===== src/rtl/mem_port_arbiter.sv =====
// -----------------------------------------------------------------------------
// mem_port_arbiter
//   Shares one memory port between instruction fetch (I, requester 0) and the
//   MEM-stage load/store (D, requester 1). The winning request is latched into
//   the m_* registers. It is held on the port until m_data_ok. The response is
//   then routed back to the winner only.
//
//   Arbitration: fixed D > I priority by default. Define MEM_ARB_RR_EN to get
//   round-robin arbitration, where the requester that did not own the previous
//   grant wins a tie.
//
// Ports
//   clk, reset                 clock, asynchronous active-high reset
//   i_valid/i_addr/i_size      fetch request (held until i_data_ok)
//   i_addr_ok/i_data_ok/i_rdata fetch handshake and read data
//   d_valid/d_addr/d_size/d_strobe/d_wdata  load/store request (strobe 0 = load)
//   d_addr_ok/d_data_ok/d_rdata load/store handshake and read data
//   m_valid/m_addr/m_size/m_strobe/m_wdata  registered request to memory
//   m_addr_ok/m_data_ok/m_rdata memory handshake and read data
//   grant                      one-hot owner {D,I}; 2'b00 when idle
// -----------------------------------------------------------------------------
module mem_port_arbiter #(
  parameter int ADDR_W = 64,
  parameter int DATA_W = 64,
  parameter int STRB_W = DATA_W / 8
) (
  input  logic              clk,
  input  logic              reset,
  input  logic              i_valid,
  input  logic [ADDR_W-1:0] i_addr,
  input  logic [2:0]        i_size,
  output logic              i_addr_ok,
  output logic              i_data_ok,
  output logic [DATA_W-1:0] i_rdata,
  input  logic              d_valid,
  input  logic [ADDR_W-1:0] d_addr,
  input  logic [2:0]        d_size,
  input  logic [STRB_W-1:0] d_strobe,
  input  logic [DATA_W-1:0] d_wdata,
  output logic              d_addr_ok,
  output logic              d_data_ok,
  output logic [DATA_W-1:0] d_rdata,
  output logic              m_valid,
  output logic [ADDR_W-1:0] m_addr,
  output logic [2:0]        m_size,
  output logic [STRB_W-1:0] m_strobe,
  output logic [DATA_W-1:0] m_wdata,
  input  logic              m_addr_ok,
  input  logic              m_data_ok,
  input  logic [DATA_W-1:0] m_rdata,
  output logic [1:0]        grant
);

  typedef enum logic [0:0] {
    IDLE = 1'b0,
    BUSY = 1'b1
  } state_t;

  state_t              state_r;
  state_t              state_s;
  logic                start_s;   // latch a new request on this edge
  logic                done_s;    // transaction completes on this edge
  logic                pick_d_s;  // D wins the current arbitration
  logic [1:0]          grant_r;
  logic                m_valid_r;
  logic [ADDR_W-1:0]   m_addr_r;
  logic [2:0]          m_size_r;
  logic [STRB_W-1:0]   m_strobe_r;
  logic [DATA_W-1:0]   m_wdata_r;

  // Next-state logic: accept a request in IDLE, finish on m_data_ok in BUSY.
  always_comb begin
    state_s = state_r;
    start_s = 1'b0;
    done_s  = 1'b0;
    case (state_r)
      IDLE: begin
        if (i_valid || d_valid) begin
          state_s = BUSY;
          start_s = 1'b1;
        end else begin
          state_s = IDLE;
        end
      end
      BUSY: begin
        if (m_data_ok) begin
          state_s = IDLE;
          done_s  = 1'b1;
        end else begin
          state_s = BUSY;
        end
      end
      default: begin
        state_s = IDLE;
      end
    endcase
  end

`ifdef MEM_ARB_RR_EN
  logic last_owner_r;  // 1'b0 = I, 1'b1 = D

  // Round-robin pick: on a tie the requester that did not own the last grant wins.
  always_comb begin
    if (i_valid && d_valid) begin
      pick_d_s = (last_owner_r == 1'b0);
    end else begin
      pick_d_s = d_valid;
    end
  end

  // Remember the owner of every grant for the next tie.
  always_ff @(posedge clk or posedge reset) begin
    if (reset) begin
      last_owner_r <= 1'b0;
    end else if (start_s) begin
      last_owner_r <= pick_d_s;
    end else begin
      last_owner_r <= last_owner_r;
    end
  end
`else
  // Fixed priority pick: D always beats I.
  always_comb begin
    pick_d_s = d_valid;
  end
`endif

  // State register.
  always_ff @(posedge clk or posedge reset) begin
    if (reset) begin
      state_r <= IDLE;
    end else begin
      state_r <= state_s;
    end
  end

  // Request latch: fields captured on grant, held stable until completion.
  always_ff @(posedge clk or posedge reset) begin
    if (reset) begin
      grant_r    <= 2'b00;
      m_valid_r  <= 1'b0;
      m_addr_r   <= {ADDR_W{1'b0}};
      m_size_r   <= 3'b000;
      m_strobe_r <= {STRB_W{1'b0}};
      m_wdata_r  <= {DATA_W{1'b0}};
    end else if (start_s) begin
      grant_r    <= pick_d_s ? 2'b10 : 2'b01;
      m_valid_r  <= 1'b1;
      m_addr_r   <= pick_d_s ? d_addr : i_addr;
      m_size_r   <= pick_d_s ? d_size : i_size;
      // Fetches never write.
      m_strobe_r <= pick_d_s ? d_strobe : {STRB_W{1'b0}};
      m_wdata_r  <= pick_d_s ? d_wdata : {DATA_W{1'b0}};
    end else if (done_s) begin
      grant_r    <= 2'b00;
      m_valid_r  <= 1'b0;
    end else begin
      grant_r    <= grant_r;
      m_valid_r  <= m_valid_r;
    end
  end

  // grant is only non-zero in BUSY, so memory responses in IDLE are dropped.
  assign grant     = grant_r;
  assign m_valid   = m_valid_r;
  assign m_addr    = m_addr_r;
  assign m_size    = m_size_r;
  assign m_strobe  = m_strobe_r;
  assign m_wdata   = m_wdata_r;
  assign i_addr_ok = m_addr_ok & grant_r[0];
  assign d_addr_ok = m_addr_ok & grant_r[1];
  assign i_data_ok = m_data_ok & grant_r[0];
  assign d_data_ok = m_data_ok & grant_r[1];
  assign i_rdata   = grant_r[0] ? m_rdata : {DATA_W{1'b0}};
  assign d_rdata   = grant_r[1] ? m_rdata : {DATA_W{1'b0}};

endmodule


===== config.mk =====
export PLATFORM = sky130hd
export DESIGN_NAME = mem_port_arbiter
export DESIGN_NICKNAME = d
export VERILOG_FILES = /design/src/rtl/mem_port_arbiter.sv
export SDC_FILE = /design/constraint.sdc
export NUM_CORES = 1
export LEC_CHECK = 0
export CAP_MARGIN = 20
export CORE_AREA = 2 2 215 217
export DETAILED_ROUTE_END_ITERATION = 12
export DIE_AREA = 0 0 217 219
export DONT_BUFFER_PORTS = 1
export HOLD_SLACK_MARGIN = 0.15
export PLACE_DENSITY = 0.32
export REMOVE_ABC_BUFFERS = 1
export SETUP_SLACK_MARGIN = 0.1
export SLEW_MARGIN = 20
export SYNTH_ARGS = -nofsm -noshare
export SYNTH_HDL_FRONTEND = slang
export SYNTH_SLANG_ARGS = --single-unit

===== constraint.sdc =====
create_clock -name clk -period 5.8 [get_ports clk]
set_input_delay 0.87 -clock clk [delete_from_list [all_inputs] [get_ports clk]]
set_output_delay 0.87 -clock clk [all_outputs]
set_load 0.02 [all_outputs]

Word-level counts from Yosys, hierarchy flattened. Index checks and enable logic that the tools add are counted.

Latch bits: 0. Memories kept: 0. Memory bits (writable): 0. Bits in registers: 143. Bits of input ports: 276. Memory bits (read-only): 0.

Equality and inequality tests: 0. Bitwise logic cells: 5. Magnitude comparators: 0. Multiply operators: 0. Add/subtract/negate cells: 0. Shifts and indexed selects: 0. Reductions and logical operators: 2. Divide/modulo/power cells: 0. Multiplexer cells: 17.

Operators with widths (number): 2-to-1 mux 64 bit (4); 2-to-1 mux 8 bit (1); 2-to-1 mux 1 bit (7); 2-to-1 mux 2 bit (3); AND 1 bit (4); 2-to-1 mux 3 bit (1); case mux 1 bit (2 select lines) (1); nonzero test 2 bit (1); logical OR 1 bit (1); NOT 1 bit (1).

Longest topological paths before layout. Gate-level depths: netlist of run 1.

Depth after elaboration: 4. Depth in mapped cells: 5.

Worst setup path after synthesis of run 1. No wires, ideal clock.

Kind: reg-to-output. Start: reg grant_r[0] (netlist: grant[0]). End: out i_rdata[27]. Required time: 4.930 ns. Cell stages (with the launch flop): 4. Arrival time: 1.183 ns. Setup slack: 3.747 ns. Cell sequence: dfrtp_1 > clkbuf_1 > clkbuf_1 > and2_1.

Cells in the longest elaborated chain, start to end: 1.

Ends and longest elaborated chain: start, declared (RTL line 64) `logic [1:0] grant_r;`; start signal, assigned (RTL line 147) `grant_r <= pick_d_s ? 2'b10 : 2'b01;`; start signal, assigned (RTL line 158) `grant_r <= grant_r;`; 2-to-1 mux 64 bit (RTL line 174) `assign i_rdata = grant_r[0] ? m_rdata : {DATA_W{1'b0}};`; end, declared (RTL line 34) `output logic [DATA_W-1:0] i_rdata,`.

Every way passes these cells.

Final worst setup path of run 1.
Start: reg grant_r[0] (netlist: grant[0]). End: out i_rdata[20].

The elaborated chain is that of the path after synthesis.

==> results of run 1 <==
worst reg2reg max path, delay by kind of cell, from the launching register on:
| kind | cells | cell delay [ps] |
|---|---|---|
| AND/OR/NAND/NOR | 1 | 710 |
| buffers and inverters | 1 | 730 |
| flip-flops | 1 | 510 |
| AO/OA/AOI/OAI | 1 | 450 |
final timing paths:
| check | slack [ps] | start | to | depth (start not counted) |
|---|---|---|---|---|
| worst max register to register | 3280 | state_r | m_wdata[8] | 3 |
| max in group asynchronous | 4340 | reset | grant[1] | 2 |
| worst min-delay path | 290 | reset | m_wdata[22] | 1 |
| worst max-delay path | 3080 | grant[0] | i_rdata[20] | 1 |
| min in group clk | 480 | m_data_ok | state_r | 1 |
| worst min register to register | 650 | m_wdata[52] | m_wdata[52] | 1 |
metal layers:
metal,share of wire,up-vias
met5,0,-
met4,0.035,0
met3,0.071,46
met2,0.55,311
met1,0.35,2731
li1,-,2343
per-stage QoR:
stage                     hold slack, ps  worst slack (ps)  std cells   util
after floorplan                      611              1090        618      -
after global placement               635              3270       1226  0.164
after detailed placement             634              3240       1226  0.164
after CTS                            264              3030       1257  0.176
after global routing                 283              2960       1273  0.177
final                                288              3080       1273  0.177
state kept, by name, indices dropped and copies added (netlist names):
signal	flops
m_strobe	8
m_valid	1
state_r	1
m_wdata	64
m_addr	64
m_size	3
grant	2
power by group:
group          switching (uW)  internal, uW  leakage (uW)
Combinational             296           192       0.00111
Clock                     477           584      0.000251
Sequential                469          1190       0.00171
layout make-up:
class / instances / area [um^2]
tap: 600 / 751
clock inverter: 13 / 116
inverter: 2 / 12.5
multi-input combinational: 473 / 3000
timing repair buffer: 8 / 60.1
clock buffer: 18 / 429
fill: 5039 / 37100
sequential: 143 / 3580
antenna: 16 / 40.0
kinds of logic after synthesis:
group	after synthesis	share of synthesized area
simple gates	359	0.296
compound gates	114	0.135
buf+inv	68	0.0506
flops	143	0.518
placed cells by master (no fill, tap or decap), drive strengths merged, types with 16 or more instances in the layout:
cell / instances
a22o: 72
and2: 132
clkbuf: 18
dfrtp: 143
diode: 16
nor2: 70
nor3: 101
nor3b: 48
o22ai: 19
o32ai: 17
==> qor.json, run 1 <==
{
  "status": "complete, no violations",
  "num_io_pins": 550,
  "groute.layer.met1.usage": 0.131,
  "ys_dominant_reg_cell": "sky130_fd_sc_hd__dfrtp_1",
  "use_met3": 0.0426,
  "firstDrtPassIters": 6,
  "chipWidth_um": 217,
  "postSynthRegisterBits": 143,
  "grt_pass1_vias": 5307,
  "insertion_delay_ps": 480,
  "layout_min_cycle_time_ps": 2720,
  "gr_peak_layer": "met2",
  "path_cells": "and2_1",
  "finish.net_count": 921,
  "finalMaxSlewViolations": 0,
  "cap_violations": 0,
  "route.detailed.wl_per_inst_um": 25.3,
  "largest_cells_by_area_after_synthesis": "sky130_fd_sc_hd__dfrtp_1, sky130_fd_sc_hd__and2_1, sky130_fd_sc_hd__a22o_1",
  "synth.avg_cell_area_um2": 10.1,
  "cts_resized": 0,
  "cts_root_buffer": "sky130_fd_sc_hd__clkbuf_16",
  "initial_antenna_violation_count": 10,
  "synth.yosys.warnings": 0,
  "numClockSinks": 143,
  "hold_viol": 0,
  "netlist_instances": 684,
  "drtIter0Drc": 333,
  "fin_total_pwr_uw": 3210,
  "global_route.usage.total": 0.130,
  "cts.htree.levels": 4,
  "synth_top_cell_area_share": 0.518,
  "path_max_fanout": 68,
  "ir_worst_vdd_uv": 162,
  "synth.top_cells.by_count": "sky130_fd_sc_hd__dfrtp_1, sky130_fd_sc_hd__and2_1, sky130_fd_sc_hd__nor3_1",
  "globalRouteMet2Util": 0.235,
  "grt_pass1_wl_um": 42700,
  "tritoncts": "yes",
  "data_arrival_at_the_endpoint_of_the_critical_path_ps": 1850,
  "max-clock-path-buffers": 2,
  "path_buf_inv": 0,
  "synth_edf_count": 0,
  "gr-total-overflow": 0,
  "cts_buffers": 17,
  "globalplace.congestion": 0.815,
  "postCtsHoldBufs": 0,
  "timing_worst_slew_pin_value_ps": 944,
  "num_rows": 78,
  "height_of_the_chip_um": 219,
  "unrepaired_setup_endpoints_after_global_routing": "no",
  "design_area_um2": 7990,
  "start_kind": "flip-flop",
  "synthDistinctLibCells": 21,
  "clk_pin_slew_ps": 70,
  "layout-area-overhead-vs-synth_pct": 15.7,
  "hpwl_um": 24500,
  "worstPathRequired_ps": 4930,
  "timing.final.setup_violations": 0,
  "vias_per_cell": 4.27,
  "syn-cell-area_um2": 6910,
  "critical_path_class": "reg -> out",
  "critical-path-top-delay-family": "flip-flops",
  "num_vias": 5431,
  "fin_tns_setup_ps": 0,
  "final.period_utilization": 0.470,
  "initial_cell_density_of_the_core": 0.153,
  "grt_max_degree": 122,
  "max_clock_freq_mhz": 367,
  "worstSetupEndpointType": "output pin",
  "routed_wl_um": 32200,
  "post_route_cells_drive_above_1_share": 0.0852,
  "delay_contributed_by_the_slowest_stage_of_the_critical_path_ps": 950,
  "p_leak_uw": 0.00307,
  "ys_seq_area_frac": 0.518,
  "drc": 0,
  "fin_worst_skew_ps": 7.38,
  "holdCritPathClass": "in -> async",
  "synth_area_leader_cell": "sky130_fd_sc_hd__dfrtp_1",
  "fp.dieArea_um2": 47500,
  "synthMostInstantiatedCell": "sky130_fd_sc_hd__dfrtp_1",
  "placedInstanceArea_um2": 7400,
  "p_per_area_nw_per_um2": 402,
  "critical-path-slowest-cell": "sky130_fd_sc_hd__dfrtp_2",
  "core_um2": 45100,
  "async_reset_ff_frac": 1.00,
  "drt.antenna.violating_nets": 0,
  "relSlewSlack": 0.370,
  "io_buf_count": 0,
  "cts_setup_buffers": 0
}
Note: power is estimated with default switching activity, not from simulation.
==> run 2, diff against run 1 <==
- CORE_AREA: 2 2 215 217 -> 2 2 214 216
- DIE_AREA: 0 0 217 219 -> 0 0 216 218
- PLACE_DENSITY: 0.32 -> 0.33
- clock period: 5.8 -> 2.26 ns (I/O delays scaled with it)
==> run 2 against run 1 <==
Worst hold slack worse by 54 ps. Sequential power grew to 2.5 times the previous value. Clock power grew to 2.7 times the previous value.
==> qor.json, run 2 (synthesis gave the netlist of run 1 again) <==
{
  "status": "complete, no violations",
  "num_io_pins": {"value": 550, "change": "unchanged"},
  "cell_internal_power_dissipation": {"value": 5770, "unit": "uW", "change": "+190%"},
  "route.layer.met1.wl": {"value": 12900, "unit": "um", "change": "+15%"},
  "worstSetupPathDepth": {"value": 2, "change": "+1"},
  "post_route_cells_drive_above_1_share": {"value": 0.0811, "change": "-0.00415"},
  "top_signal_layer_used": "met5",
  "gr-total-overflow": {"value": 0, "change": "unchanged"},
  "timing_worst_slew_pin_value": {"value": 601, "unit": "ps", "change": "-343 ps"},
  "start_kind": "flip-flop",
  "final_cell_mix": "sky130_fd_sc_hd__dlygate4sd3_1, sky130_fd_sc_hd__dfrtp_1, sky130_fd_sc_hd__and2_1, sky130_fd_sc_hd__nor3_1, sky130_fd_sc_hd__a22o_1",
  "path_buf_inv": {"value": 1, "change": "+1"},
  "cts_root_buffer": "sky130_fd_sc_hd__clkbuf_16",
  "global_route.usage.total": {"value": 0.144, "change": "+0.0136"},
  "worstSetupEndpointType": "output pin",
  "num_vias": {"value": 6458, "change": "+19%"},
  "relSlewSlack": {"value": 0.599, "change": "+0.229"},
  "num_rows": {"value": 78, "change": "unchanged"},
  "delay_contributed_by_the_slowest_stage_of_the_critical_path": {"value": 600, "unit": "ps", "change": "-350 ps"},
  "grt_max_degree": {"value": 104, "change": "-15%"},
  "routed_wl": {"value": 35000, "unit": "um", "change": "+8.7%"},
  "io_buf_count": {"value": 0, "change": "unchanged"},
  "met3_wirelength": {"value": 2140, "unit": "um", "change": "-6.7%"},
  "met2_layer_wire_length_in_the_routed_design": {"value": 18500, "unit": "um", "change": "+5.3%"},
  "grt_pass1_wl": {"value": 48100, "unit": "um", "change": "+13%"},
  "drc": {"value": 0, "change": "unchanged"},
  "max-clock-path-buffers": {"value": 2, "change": "unchanged"},
  "final.period_utilization": 0.900,
  "path_max_fanout": {"value": 50, "change": "-26%"},
  "numClockSinks": {"value": 143, "change": "unchanged"},
  "finish.net_count": {"value": 1152, "change": "+25%"},
  "mostFrequentLayoutCell": "sky130_fd_sc_hd__dlygate4sd3_1",
  "place.detailed.instances": {"value": 1240, "change": "+1.1%"},
  "drtIter0Drc": {"value": 287, "change": "-14%"},
  "core": {"value": 44900, "unit": "um^2", "change": "-0.43%"},
  "final_cells": {"value": 1501, "change": "+18%"},
  "worst_reg2reg_path_length_in_cells": {"value": 5, "change": "+2"},
  "p_sw": {"value": 3370, "unit": "uW", "change": "+170%"},
  "p_per_area": {"value": 876, "unit": "nW/um^2", "change": "+120%"},
  "final_critical_path_setup_slack": {"value": 225, "unit": "ps", "change": "-2850 ps"},
  "critical-path-slowest-cell": "sky130_fd_sc_hd__dfrtp_2",
  "path_cells": "buf_12 > and2_1",
  "height_of_the_chip": {"value": 218, "unit": "um", "change": "-0.46%"},
  "holdCritPathClass": "in -> reg",
  "firstDrtPassIters": {"value": 4, "change": "-2"},
  "fin_worst_skew": {"value": 8.81, "unit": "ps", "change": "+1.42 ps"},
  "globalplace.congestion": {"value": 0.762, "change": "-6.5%"},
  "cts_buffers": {"value": 17, "change": "unchanged"},
  "vias_per_cell": {"value": 4.30, "change": "+0.85%"},
  "initial_antenna_violation_count": {"value": 14, "change": "+4"},
  "fillerInstances": {"value": 4851, "change": "-3.7%"},
  "finalMaxSlewViolations": {"value": 0, "change": "unchanged"},
  "layout_min_cycle_time_ps": 2030,
  "layout.core_utilization": {"value": 0.232, "change": "+0.0552"},
  "worstHoldPathCells": 3,
  "timing.final.setup_violations": {"value": 0, "change": "unchanged"},
  "data_arrival_at_the_endpoint_of_the_critical_path": {"value": 1700, "unit": "ps", "change": "-150 ps"},
  "tritoncts": "yes",
  "hpwl": {"value": 25800, "unit": "um", "change": "+5.3%"},
  "layout-area-overhead-vs-synth_pct": 51.1,
  "cts.htree.levels": {"value": 4, "change": "unchanged"},
  "max_clock_freq_mhz": 491,
  "place_worst_setup_slack": {"value": 654, "unit": "ps", "change": "-2580 ps"},
  "critical_path_class": "reg -> out",
  "unrepaired_setup_endpoints_after_global_routing": "no",
  "insertion_delay": {"value": 460, "unit": "ps", "change": "-20 ps"},
  "fin_total_pwr": {"value": 9140, "unit": "uW", "change": "+180%"},
  "route.detailed.wl_per_inst": {"value": 23.3, "unit": "um", "change": "-7.8%"},
  "chipWidth": {"value": 216, "unit": "um", "change": "-0.46%"},
  "power_switching_share": {"value": 0.368, "change": "-0.0186"},
  "cts_setup_buffers": {"value": 0, "change": "unchanged"},
  "fp.dieArea": {"value": 47100, "unit": "um^2", "change": "-0.92%"},
  "pwr-share-clk": {"value": 0.318, "change": "-0.013"},
  "combinationalPowerShare": {"value": 0.220, "change": "+0.068"},
  "critical-path-top-delay-family": "flip-flops",
  "p_leak": {"value": 0.00410, "unit": "uW", "change": "+34%"},
  "worstPathRequired": {"value": 1920, "unit": "ps", "change": "-3010 ps"},
  "sequentialPowerShare": {"value": 0.462, "change": "-0.055"},
  "clk_pin_slew": {"value": 60, "unit": "ps", "change": "about the same"},
  "cap_violations": {"value": 0, "change": "unchanged"},
  "ir_worst_vdd": {"value": 529, "unit": "uV", "change": "+230%"},
  "holdWs": {"value": 234, "unit": "ps", "change": "-53.6 ps"},
  "drt.antenna.violating_nets": {"value": 0, "change": "unchanged"},
  "grt_pass1_vias": {"value": 6484, "change": "+22%"},
  "hold_viol": {"value": 0, "change": "unchanged"},
  "initial_cell_density_of_the_core": {"value": 0.154, "change": "+0.000666"}
}
[run 2: changes by cell type in the layout (fill, tap and decap cells not counted), moves of 2 or more]
cell,before,now
sky130_fd_sc_hd__buf_12,0,9
sky130_fd_sc_hd__buf_4,8,13
sky130_fd_sc_hd__clkbuf_8,0,2
sky130_fd_sc_hd__clkinv_4,1,4
sky130_fd_sc_hd__clkinvlp_4,6,3
sky130_fd_sc_hd__diode_2,16,13
sky130_fd_sc_hd__dlygate4sd3_1,0,216
[run 2: repair_timing]
action / 4_1_cts / 5_1_grt
endpoints found under the setup margin: 0 / 29
hold endpoints to repair: 183 / 0
hold buffers: 217 / 0
gates resized for setup: 0 / 1
[run 2: layout make-up]
cell class / instances / area (um^2) / share of cell area
Tap cell: 600 / 751 / 0.0720
Multi-Input combinational cell: 473 / 3000 / 0.287
Timing Repair Buffer: 239 / 2470 / 0.237
Clock buffer: 19 / 453 / 0.0434
Sequential cell: 143 / 3580 / 0.343
Inverter: 2 / 12.5 / 0.00120
Clock inverter: 12 / 136 / 0.0131
Antenna cell: 13 / 32.5 / 0.00312
[run 2: stage by stage]
step / instance area, um^2 / setup TNS (ps)
2_1_floorplan: 6560 / -429850
4_1_cts: 10400 / 0
3_3_place_gp: 7610 / 0
5_1_grt: 10400 / 0
3_5_place_dp: 7610 / 0
6_report: 10400 / 0
[run 2: tightest hold or removal path, cell delays in order]
cell and delay, ps:
sky130_fd_sc_hd__nand2b_1 60, sky130_fd_sc_hd__buf_4 180, sky130_fd_sc_hd__nand2_1 60
[run 2: final timing paths]
check	end	slack (ps)	startpoint
min in group asynchronous	m_wdata[31]	420	reset
hold / removal	grant[1]	230	d_valid
max in group asynchronous	m_wdata[13]	1170	reset
setup / recovery	i_rdata[24]	230	grant[0]
setup reg to reg	m_addr[53]	280	state_r
hold reg to reg	m_wdata[9]	650	m_wdata[9]
[run 2: power by group through the flow]
stage | registers, uW | logic [uW] | clock network, uW
CTS | 4230 | 2010 | 3010
finish | 4220 | 2010 | 2910
global route | 4280 | 2200 | 3100
detailed placement | 4270 | 1410 | 0
floorplan | 4070 | 1040 | 0
global placement | 4290 | 1400 | 0
[run 2: routing by layer]
layer,global-route usage,vias to the layer above
met2,0.264,347
met4,0.0705,2
met5,0,-
met3,0.0363,71
li1,-,2803
met1,0.154,3235
==> variant: new RTL, settings of run 2 <==
The option `MEM_ARB_RR_EN` is turned on by a define.
--- a/src/rtl/mem_port_arbiter.sv
+++ b/src/rtl/mem_port_arbiter.sv
@@ -21,2 +21,4 @@
 // -----------------------------------------------------------------------------
+`define MEM_ARB_RR_EN
+
 module mem_port_arbiter #(
Formal check against the unedited RTL: not equivalent (Yosys sat finds a counterexample within 4 cycles, from zero or initial values and one cycle with reset high).
==> variant against run 2 <==
- sequential share of layout area up 2.0 points
- total power down 0.97%
- critical endpoint is now m_addr[55]$_DFFE_PP0P_
- routed wire length down 17%
- design area down 5.0%
- clock skew up 0.0013 ns
- worst setup slack worse by 0.033 ns
- synthesized area down 6.4%
- sequential cell count up 1
- sequential power up 2%
==> variant: results (changes against run 2) <==
* Sequential fraction of the synthesis area at 0.5573 (+0.03907)
* Post-synth top cells: and2_1, dfrtp_1, a22o_1
* Vias in the first global route at 5,826 (-10%)
* FF-to-FF setup slack at 0.19 ns (-0.09 ns)
* Synth-to-layout area growth at 53.21%
* Non-clock buffer share at 0.2305 (-0.006048)
* CP Capture Point: m_addr[55]$_DFFE_PP0P_
* P_seq at 4320 uW (+2%)
* Routed wl met3 at 2144 um (+0.42%)
* Multi-input combinational area share at 0.2672 (-0.02003)
* Grt met1 use at 0.1199 (-0.03404)
* DRT met1 WL at 10,060 um (-22%)
* Gr usage total at 0.1199 (-0.02419)
* Grt met3 use at 0.04100 (+0.004742)
* Sw Pwr at 3423 uW (+1.7%)
* Largest net degree at the start of global routing at 74 (-29%)
* CP startpoint: state_r$_DFF_PP0_
* GP Congestion at 0.7759 (+1.8%)
* Inverter count at 3 (+1)
* Outcome: finished clean
* Top cells by area, synth: dfrtp_1, and2_1, a221o_1
* Worst Tran Pin Value at 0.7157 ns (+0.1149 ns)
* CP Max Fanout at 47 (-6.0%)
* Compound-gate portion of the synthesized area at 0.2117 (+0.07652)
* Clock Skew at 0.01013 ns (+0.001322 ns)
* Multi-In Gates at 348 (-26%)
* Leak at 0.004148 uW (+1.1%)
* Met2 Resource Use GR at 0.2192 (-0.04480)
* Detailed Place HPWL at 21,790 um (-16%)
* Worst-Skew Late Latency at 0.44 ns (-0.02 ns)
* Buffers, non-clock at 227 (-5.0%)
* Fill cells at 4,764 (-1.8%)
* Fraction of layout cells with a size suffix above 1 at 0.07560 (-0.005484)
* Seq Cell Count at 144 (+0.70%)
* Met2 Wirelength at 15,620 um (-16%)
* Clk tree area frac at 0.05772 (+0.001222)
* Synth Cell Area at 6466 um2 (-6.4%)
* Post-DR vias/cell at 4.105 (-4.6%)
* Hold Path End: m_valid$_DFFE_PP0P_
* Cell variety after synth at 17 (-19%)
* Nets at 1,017 (-12%)
* Routed WL per cell at 21.36 um (-8.5%)
* First-pass GRT wire length at 40,510 um (-16%)
* Max VDD drop at 511.1 uV (-3.5%)
variant: changes by cell type after synthesis, moves of 3 or more:
| cell | delta |
|---|---|
| and2_1 | +49 |
| o22ai_1 | -19 |
| nor2_1 | -70 |
| o32ai_1 | -17 |
| and2_0 | +18 |
| a221o_1 | +67 |
| o21ai_0 | -3 |
| nor3_1 | -92 |
| buf_4 | -5 |
| nand2b_1 | -3 |
| buf_2 | -8 |
| nor3_2 | -9 |
| nor3b_1 | -48 |
| buf_6 | -4 |
variant: metrics by stage:
stage               TNS, ns  hold WS [ns]  setup slack [ns]  utilization
floorplan           -687.35        0.4717            -2.961            -
global placement          0        0.3118            0.5664       0.1603
detailed placement        0        0.3098            0.5426       0.1603
CTS                       0        0.2461            0.1200       0.2199
global route              0        0.3000            0.1118       0.2207
finish                    0        0.2947            0.1919       0.2207
variant: logic make-up (layout without fill, tap and decap cells):
kind of cell,count (synthesis),in the layout
AND/OR/NAND/NOR,202,202
AO/OA/AOI/OAI,146,146
flip-flops,144,144
buffers and inverters,54,262
other,0,13
